[src/rtl/dcache_pkg.sv]
// rtl/dcache_pkg.sv - shared types, widths and address helpers for the direct-mapped data cache
package dcache_pkg;

   localparam int WORD_W = 32;

   typedef enum logic [2:0] {
      IDLE,
      HIT_ACK,
      MISS_REQ,
      MISS_WAIT,
      WR_REQ,
      WR_WAIT,
      ACK
   } state_e;

   // Line index of a byte address; result is right-aligned, caller keeps the low idx_bits.
   function automatic logic [WORD_W-1:0] addr_index(input logic [WORD_W-1:0] addr, input int idx_bits);
      return (addr >> 2) & ((32'd1 << idx_bits) - 32'd1);
   endfunction

   // Tag of a byte address; right-aligned, caller keeps the low WORD_W-2-idx_bits bits.
   function automatic logic [WORD_W-1:0] addr_tag(input logic [WORD_W-1:0] addr, input int idx_bits);
      return addr >> (2 + idx_bits);
   endfunction

endpackage

[src/rtl/dcache_array.sv]
// rtl/dcache_array.sv - valid/tag/data line storage with combinational lookup and one write port
module dcache_array
   import dcache_pkg::*;
#(
   parameter int NUM_LINES = 16,
   parameter int IDX_BITS  = 4,
   parameter int TAG_W     = 26
) (
   input  logic                clk,
   input  logic                clr,
   input  logic [IDX_BITS-1:0] lk_idx,
   input  logic [TAG_W-1:0]    lk_tag,
   output logic                lk_hit,
   output logic [WORD_W-1:0]   lk_data,
   input  logic                wr_en,
   input  logic [IDX_BITS-1:0] wr_idx,
   input  logic [TAG_W-1:0]    wr_tag,
   input  logic [WORD_W-1:0]   wr_data
);

   logic [NUM_LINES-1:0] valid_q, valid_d;
   logic [TAG_W-1:0]     tag_q  [NUM_LINES];
   logic [TAG_W-1:0]     tag_d  [NUM_LINES];
   logic [WORD_W-1:0]    data_q [NUM_LINES];
   logic [WORD_W-1:0]    data_d [NUM_LINES];

   assign lk_hit  = valid_q[lk_idx] && (tag_q[lk_idx] == lk_tag);
   assign lk_data = data_q[lk_idx];

   // Next line contents: apply the write port, then a clear-all wins over any same-cycle write.
   always_comb begin
      valid_d = valid_q;
      tag_d   = tag_q;
      data_d  = data_q;
      if (wr_en) begin
         valid_d[wr_idx] = 1'b1;
         tag_d[wr_idx]   = wr_tag;
         data_d[wr_idx]  = wr_data;
      end
      if (clr) begin
         valid_d = '0;
      end
   end

   // Storage registers; tag/data need no reset because valid gates every lookup.
   always_ff @(posedge clk) begin
      valid_q <= valid_d;
      tag_q   <= tag_d;
      data_q  <= data_d;
   end

endmodule

[src/rtl/dcache_direct.sv]
// rtl/dcache_direct.sv - direct-mapped write-through no-write-allocate data cache
module dcache_direct
   import dcache_pkg::*;
#(
   parameter int NUM_LINES = 16
) (
   input  logic        clk,
   input  logic        rst,
   input  logic [31:0] cpu_addr,
   input  logic        cpu_rd_req,
   input  logic        cpu_wr_req,
   input  logic [31:0] cpu_wr_data,
   output logic [31:0] cpu_rd_data,
   output logic        cpu_busy,
   output logic        cpu_ack,
   output logic [31:0] mem_addr,
   output logic        mem_rd_req,
   output logic        mem_wr_req,
   output logic [31:0] mem_wr_data,
   input  logic [31:0] mem_rd_data,
   input  logic        mem_busy,
   input  logic        mem_ack,
   input  logic        inv,
   output logic [31:0] hit_count,
   output logic [31:0] miss_count
);

   localparam int IDX_BITS = $clog2(NUM_LINES);
   localparam int TAG_W    = WORD_W - 2 - IDX_BITS;

   state_e              state_q, state_d;
   logic [WORD_W-1:0]   addr_q, addr_d;
   logic [WORD_W-1:0]   wdata_q, wdata_d;
   logic [WORD_W-1:0]   rdata_q, rdata_d;
   logic                ack_q, ack_d;
   logic                busy_q, busy_d;
   logic                mem_rd_q, mem_rd_d;
   logic                mem_wr_q, mem_wr_d;
   logic [WORD_W-1:0]   hit_q, hit_d;
   logic [WORD_W-1:0]   miss_q, miss_d;

   logic [WORD_W-1:0]   lk_idx_w, lk_tag_w, fl_idx_w, fl_tag_w;
   logic                lk_hit;
   logic [WORD_W-1:0]   lk_data;
   logic                arr_we;
   logic [IDX_BITS-1:0] arr_idx;
   logic [TAG_W-1:0]    arr_tag;
   logic [WORD_W-1:0]   arr_data;
   logic                unused_addr_bits;

   // Lookups use the live cpu address; fills use the address latched at accept.
   assign lk_idx_w = addr_index(cpu_addr, IDX_BITS);
   assign lk_tag_w = addr_tag(cpu_addr, IDX_BITS);
   assign fl_idx_w = addr_index(addr_q, IDX_BITS);
   assign fl_tag_w = addr_tag(addr_q, IDX_BITS);
   assign unused_addr_bits = ^{lk_idx_w[WORD_W-1:IDX_BITS], lk_tag_w[WORD_W-1:TAG_W],
                               fl_idx_w[WORD_W-1:IDX_BITS], fl_tag_w[WORD_W-1:TAG_W]};

   dcache_array #(
      .NUM_LINES (NUM_LINES),
      .IDX_BITS  (IDX_BITS),
      .TAG_W     (TAG_W)
   ) u_array (
      .clk     (clk),
      .clr     (rst | inv),
      .lk_idx  (lk_idx_w[IDX_BITS-1:0]),
      .lk_tag  (lk_tag_w[TAG_W-1:0]),
      .lk_hit  (lk_hit),
      .lk_data (lk_data),
      .wr_en   (arr_we),
      .wr_idx  (arr_idx),
      .wr_tag  (arr_tag),
      .wr_data (arr_data)
   );

   // Control: accept in IDLE, route reads/writes, build pulses and array write port.
   always_comb begin
      state_d  = state_q;
      addr_d   = addr_q;
      wdata_d  = wdata_q;
      rdata_d  = '0;
      ack_d    = 1'b0;
      mem_rd_d = 1'b0;
      mem_wr_d = 1'b0;
      hit_d    = hit_q;
      miss_d   = miss_q;
      arr_we   = 1'b0;
      arr_idx  = lk_idx_w[IDX_BITS-1:0];
      arr_tag  = lk_tag_w[TAG_W-1:0];
      arr_data = cpu_wr_data;
      case (state_q)
         IDLE: begin
            if (cpu_wr_req) begin
               addr_d  = {cpu_addr[31:2], 2'b00};
               wdata_d = cpu_wr_data;
               arr_we  = lk_hit;
               state_d = WR_REQ;
            end else if (cpu_rd_req) begin
               addr_d = {cpu_addr[31:2], 2'b00};
               if (lk_hit) begin
                  rdata_d = lk_data;
                  ack_d   = 1'b1;
                  hit_d   = hit_q + 32'd1;
                  state_d = HIT_ACK;
               end else begin
                  miss_d  = miss_q + 32'd1;
                  state_d = MISS_REQ;
               end
            end
         end
         HIT_ACK: state_d = IDLE;
         MISS_REQ: begin
            if (!mem_busy) begin
               mem_rd_d = 1'b1;
               state_d  = MISS_WAIT;
            end
         end
         MISS_WAIT: begin
            if (mem_ack) begin
               arr_we   = 1'b1;
               arr_idx  = fl_idx_w[IDX_BITS-1:0];
               arr_tag  = fl_tag_w[TAG_W-1:0];
               arr_data = mem_rd_data;
               rdata_d  = mem_rd_data;
               ack_d    = 1'b1;
               state_d  = ACK;
            end
         end
         WR_REQ: begin
            if (!mem_busy) begin
               mem_wr_d = 1'b1;
               state_d  = WR_WAIT;
            end
         end
         WR_WAIT: begin
            if (mem_ack) begin
               ack_d   = 1'b1;
               state_d = ACK;
            end
         end
         ACK:     state_d = IDLE;
         default: state_d = IDLE;
      endcase
      busy_d = (state_d != IDLE);
   end

   // FSM state, latched request and registered outputs.
   always_ff @(posedge clk) begin
      if (rst) begin
         state_q  <= IDLE;
         addr_q   <= '0;
         wdata_q  <= '0;
         rdata_q  <= '0;
         ack_q    <= 1'b0;
         busy_q   <= 1'b0;
         mem_rd_q <= 1'b0;
         mem_wr_q <= 1'b0;
         hit_q    <= '0;
         miss_q   <= '0;
      end else begin
         state_q  <= state_d;
         addr_q   <= addr_d;
         wdata_q  <= wdata_d;
         rdata_q  <= rdata_d;
         ack_q    <= ack_d;
         busy_q   <= busy_d;
         mem_rd_q <= mem_rd_d;
         mem_wr_q <= mem_wr_d;
         hit_q    <= hit_d;
         miss_q   <= miss_d;
      end
   end

   assign cpu_rd_data = rdata_q;
   assign cpu_busy    = busy_q;
   assign cpu_ack     = ack_q;
   assign mem_addr    = addr_q;
   assign mem_rd_req  = mem_rd_q;
   assign mem_wr_req  = mem_wr_q;
   assign mem_wr_data = wdata_q;
   assign hit_count   = hit_q;
   assign miss_count  = miss_q;

endmodule
[config.mk]
export PLATFORM = sky130hd
export DESIGN_NAME = dcache_direct
export DESIGN_NICKNAME = d
export VERILOG_FILES = /design/src/rtl/dcache_pkg.sv /design/src/rtl/dcache_array.sv /design/src/rtl/dcache_direct.sv
export SDC_FILE = /design/constraint.sdc
export NUM_CORES = 1
export LEC_CHECK = 0
export BUFFER_PORTS_ARGS = -buffer_cell sky130_fd_sc_hd__buf_2
export CAP_MARGIN = 20
export CORE_UTILIZATION = 35
export CTS_CLUSTER_DIAMETER = 80
export DETAILED_ROUTE_END_ITERATION = 6
export SYNTH_ARGS = -nofsm -noshare
export SYNTH_HDL_FRONTEND = slang
export SYNTH_SLANG_ARGS = --single-unit
[constraint.sdc]
create_clock -name clk -period 18.6 [get_ports clk]
set_clock_uncertainty 0.2 [all_clocks]
set_input_delay 1.86 -clock clk [delete_from_list [all_inputs] [get_ports clk]]
set_output_delay 1.86 -clock clk [all_outputs]
set_load 0.02 [all_outputs]
# == After elaboration in Yosys (flattened, before gate mapping) ==
# Cells that the tools add are included.
# op_classes
add_sub_neg,2
order_cmp,6
eq_ne,5
muxes,44
n_bitwise,8
n_reduce_logical,13
# op_table
op,n
512-bit bitwise mux,1
416-bit bitwise mux,1
32-bit 2-to-1 mux,11
26-bit 2-to-1 mux,5
32-bit binary-select mux with 4-bit select,1
32-bit demux with 4-bit select,1
26-bit binary-select mux with 4-bit select,1
26-bit demux with 4-bit select,1
"32-bit by 1-bit adder with 32-bit output, second input constant",2
32-bit one-hot mux with 2 select lines,1
26-bit == test,1
16-bit bitwise OR,1
3-bit 2-to-1 mux,5
3-bit one-hot mux with 4 select lines,1
"5-bit >= comparator, second input constant",2
"4-bit by 5-bit less-than comparator with 1-bit output, second input constant",2
4-bit inverter with 5-bit output,2
1-bit 2-to-1 mux,8
4-bit 2-to-1 mux,2
4-bit AND reduction,2
"3-bit by 2-bit == test with 1-bit output, second input constant",2
"3-bit == test, second input constant",2
2-bit OR reduction,3
"5-bit by 1-bit less-than comparator with 1-bit output, second input constant",1
other kinds (12),19
# totals
reg_bits,1111
inputBits,103
out_inout_bits,164
wordCells,121

# == Depth between registers and ports, before layout ==
# logic_depth
ltp_word,11
ltp_mapped,16
depth_no_buf,9

# == Modules after synthesis ==
# Synthesis repeated with hierarchy kept, for this count alone.
# unflattened
hier_cells,2538
hier_area_um2,43553.0
# by_module_without_submodules
mod,instances,cells_per_inst,area_per_inst_um2,seq_area_each_um2
dcache_array,1,1571,36393.7,28187.0
dcache_direct,1,967,7159.4,3303.2

# == Worst setup path after synthesis ==
# Ideal clock, no wire load.
# synth_timing
path_type,input to register
from,input port cpu_addr[2]
to,register u_array.data_q[480] in the netlist's numbering (enable)
arrival_time_ps,7131
required_ps,17926
path_slack_ps,10794
cell_stages,13
n_path_buf,5
path_cell_list,buf_4 buf_6 buf_6 mux4_2 mux4_2 xnor2_1 o211ai_1 nor4_4 buf_4 nand3_1 o21a_1 clkbuf_1 nor2_1
# synth_between
elab_chain_cells,8
word_cells_on_any_way,10
classes_between,eq/ne: 1; mux: 7; bitwise: 1; reduce/logical: 1
# synth_rtl
element,line,rtl
start: declaration,dcache_direct.sv:9,"input logic [31:0] cpu_addr,"
4-bit inverter with 5-bit output (not written as such),dcache_array.sv:27,assign lk_hit = valid_q[lk_idx] && (tag_q[lk_idx] == lk_tag);
26-bit binary-select mux with 4-bit select,dcache_array.sv:27,
26-bit 2-to-1 mux (not written as such) (2 in series),dcache_array.sv:27,
26-bit == test,dcache_array.sv:27,
1-bit logical AND (*),dcache_array.sv:27,
1-bit 2-to-1 mux (*),dcache_direct.sv:93,if (cpu_wr_req) begin
1-bit one-hot mux with 2 select lines (*),dcache_direct.sv:91,case (state_q)
end signal: assignment,dcache_array.sv:49,data_q <= data_d;
end: declaration,dcache_array.sv:24,logic [WORD_W-1:0] data_q [NUM_LINES];
# Mark *: on every way between the ends. The rest lies on a longest branch, timed or not. The select of a mux whose other input is x is not followed.
# A chain may end at the register's enable or synchronous reset.

# == Worst setup path in the final report ==
# layout_timing
from,input port cpu_addr[2]
to,register u_array.tag_q[358] in the netlist's numbering (enable)
# layout_between
elab_chain_cells,8
word_cells_on_any_way,10
classes_between,eq/ne: 1; mux: 7; bitwise: 1; reduce/logical: 1
# layout_rtl
element,line,rtl
4-bit inverter with 5-bit output (not written as such),dcache_array.sv:27,
26-bit binary-select mux with 4-bit select,dcache_array.sv:27,
26-bit 2-to-1 mux (not written as such) (2 in series),dcache_array.sv:27,
26-bit == test,dcache_array.sv:27,
1-bit logical AND (*),dcache_array.sv:27,
1-bit 2-to-1 mux (*),dcache_direct.sv:93,
1-bit one-hot mux with 2 select lines (*),dcache_direct.sv:91,
end signal: assignment,dcache_array.sv:48,tag_q <= tag_d;
end: declaration,dcache_array.sv:22,logic [TAG_W-1:0] tag_q [NUM_LINES];
# Marks and branches as above.

==> flow_metrics.env <==
export IMPL_finalNonFillerCells=4588
export IMPL_crit_top_cell="buf_4"
export IMPL_outcome="completed"
export IMPL_clk_latency_ns=0.72
export IMPL_die_y_um=357
export IMPL_cts_setup_buffers=0
export IMPL_hold_viol_final=0
export IMPL_via_per_inst=5.21
export IMPL_cts_max_level=3
export IMPL_root_buffer="clkbuf_16"
export IMPL_hold_buffers=0
export IMPL_cp_cell_sequence="buf_8, buf_4, mux4_2, mux2i_1, xor2_1, a31oi_1, or4_1, a2111oi_4, buf_4, and4_1, a21oi_2, buf_4, nor2_4, buf_4"
export IMPL_dp_hpwl_um=63100
export IMPL_cts_resized_gates=0
export IMPL_coreArea_um2=124000
export IMPL_syn_inst=2571
export IMPL_path_buf_inv=5
export IMPL_slew_headroom_pct=31.6
export IMPL_worstMarginPinSlew_ns=1.03
export IMPL_vias=23887
export IMPL_crit_family="buffers and inverters"
export IMPL_finalSetupViolations=0
export IMPL_slowest_stage="buf_4"
export IMPL_fin_crit_sh_pct=42.6
export IMPL_rsz0062_at_grt="false"
export IMPL_hp_class="reg2reg"
export IMPL_cp_end_kind="flop"
export IMPL_period_minus_slack_ns=7.92
export IMPL_grt_start_max_net_pins=142
export IMPL_wl_um=111000
export IMPL_grt_pass1_wl_um=162000
export IMPL_leakagePower_nw=17.2
export IMPL_synthArstFlopShare_pct=0
export IMPL_io_buffers=262
export IMPL_finalWorstSetupSlack_ns=10.68
export IMPL_synth_edf_count=928
export IMPL_nFillCells=11160
export IMPL_cts_buffers=110
export IMPL_rows=129
export IMPL_syn_avg_cell_area_um2=17.1
export IMPL_fp_dieW_um=357
export IMPL_wl_per_cell_um=24.1
export IMPL_place_inst=4377
export IMPL_multi_input_area_um2=11800
export IMPL_required_ns=18.70
export IMPL_clockBufferDepth=3
export IMPL_first_pass_iters=5
export IMPL_cpPeakStageDelay_ns=0.88
export IMPL_start_kind="input port"
export IMPL_antenna_found_initial=8
export IMPL_grt_usage_pct=17.3
export IMPL_worstSetupPathType="in2reg"
export IMPL_yosys_warnings=0
export IMPL_final_cell_mix="928 x edfxtp_1, 369 x nand2_1, 258 x buf_2"
export IMPL_io_pin_count=267
export IMPL_timing_fmax_ghz=0.126
export IMPL_grt_pass1_vias=24489
export IMPL_vdd_ir_drop_max_mv=0.0808
export IMPL_rrSetupSlack_ns=12.99
export IMPL_drt_iter0_markers=2162
export IMPL_synthFlopType="edfxtp_1"
export IMPL_cts_sinks=1109
export IMPL_start_util_pct=35.5
export IMPL_path_max_fanout=75
export IMPL_ys_seq_area_share_pct=71.5
export IMPL_postRouteAntennaNets=0
export IMPL_hold_slack_ns=0.249
export IMPL_yosys_register_bits=1109
export IMPL_place_congestion=0.773
export IMPL_areaGrowthSynthToFinish_pct=15.8
export IMPL_syn_area_um2=44100
export IMPL_clk_pin_slew_ns=0.06
export IMPL_die_area_um2=127000
export IMPL_drive_gt1_share_pct=27.3
export IMPL_layout_commonest_cell="edfxtp_1"
export IMPL_drc=0
export IMPL_fin_nets=2957
export IMPL_cts_tree="done"
export IMPL_slew_viol_final=0
export IMPL_area_sequential_um2=31500
export IMPL_drv_cap=0
export IMPL_yosysUniqueCellTypes=72
export IMPL_cp_arrival_ns=8.02
export IMPL_tns_ns=0
export IMPL_powerDensity_nw_per_um2=103
export IMPL_overflow=0
export IMPL_place_ws_ns=9.72
-- synthesized netlist by cell type, drive strengths merged (3+ instances only) --
cell type	n	share of area, %
a221oi	3	0.060
nand4	20	0.30
a21bo	4	0.091
a2111oi	11	0.27
and3	10	0.14
nand3b	8	0.14
nor3	14	0.16
clkbuf	78	0.66
nor4	10	0.18
xnor2	41	0.81
nor3b	4	0.068
inv	50	0.43
xor2	14	0.28
o21a	3	0.051
dfxtp	181	8.2
nand2	371	3.2
nand2b	3	0.043
edfxtp	928	63
nor2	85	0.72
a211oi	10	0.17
nor2b	34	0.48
o22ai	32	0.88
or4	6	0.10
a31o	3	0.060
o31ai	13	0.22
a22oi	16	0.27
a21oi	86	0.99
and2	9	0.13
buf	71	1.1
o21ai	22	0.25
mux2	25	0.64
nand3	45	0.52
or3	7	0.099
mux4	253	13
mux2i	69	1.6
and4	4	0.079
a22o	3	0.060
-- flip-flops by register name, indices dropped and copies added, names as in the netlist --
register         count
mem_wr_data         32
cpu_ack              1
u_array.data_q     512
mem_rd_req           1
u_array.tag_q      416
miss_count          32
cpu_busy             1
cpu_rd_data         32
mem_wr_req           1
hit_count           32
state_q              3
mem_addr            30
u_array.valid_q     16
-- final timing paths --
kind / startpoint / endpoint / cells after the start
setup / recovery: cpu_addr[2] / u_array.tag_q[358]$_DFFE_PP_ / 14
hold / removal: u_array.valid_q[10]$_SDFFE_PP0P_ / u_array.valid_q[10]$_SDFFE_PP0P_ / 2
setup reg to reg: u_array.tag_q[258]$_DFFE_PP_ / u_array.tag_q[358]$_DFFE_PP_ / 12
hold reg to reg: u_array.valid_q[10]$_SDFFE_PP0P_ / u_array.valid_q[10]$_SDFFE_PP0P_ / 2
-- power by group --
part / switching, mW / internal, mW / total, mW
Clock: 0.971 / 1.28 / 2.25
Combinational: 0.197 / 0.110 / 0.307
Sequential: 0.0126 / 2.71 / 2.72
Total: 1.18 / 4.10 / 5.28
-- cells by family after synthesis --
logic type	after synthesis	synth area share [%]
compound gates	221	3.65
fa+ha+maj	2	0.0568
simple gates	637	6.46
mux	347	15.1
other cells	1	0.00851
buf+inv	199	2.14
flops	1109	71.5
xor+xnor	55	1.09
-- area by class of cell --
cell class / instances / share of cell area [%]
clock inverter: 61 / 1.31
antenna: 2 / 0.00981
inverter: 50 / 0.373
tap: 1637 / 4.01
multi-input combinational: 1264 / 23.1
sequential: 1109 / 61.7
clock buffer: 148 / 5.96
timing repair buffer: 317 / 3.51
-- per-stage QoR --
stage,cell area (µm²),utilization (%),total power [mW]
2_1_floorplan,44100,-,2.97
3_3_place_gp,47300,38.0,3.08
3_5_place_dp,47300,38.1,3.09
4_1_cts,51000,41.0,5.33
5_1_grt,51000,41.0,5.45
6_report,51000,41.0,5.28
-- worst reg2reg max path: stages, from the launching register on --
cell and delay (ns):
edfxtp_1 0.36, mux4_2 0.48, a22oi_1 0.23, nand3_1 0.18, xor2_1 0.20, or4_1 0.65, a2111oi_4 0.30, buf_4 0.40
and4_1 0.27, a21oi_2 0.04, buf_4 0.25, nor2_4 0.72, buf_4 0.89
-- metal layers --
layer	vias to the layer above	part of all wire [%]	GRT usage [%]
li1	10568	-	-
met1	12532	42	22.8
met2	632	50	29.3
met3	147	6.0	3.06
met4	8	2.1	4.78
met5	-	0.043	0
(Power assumes the default switching activity.)
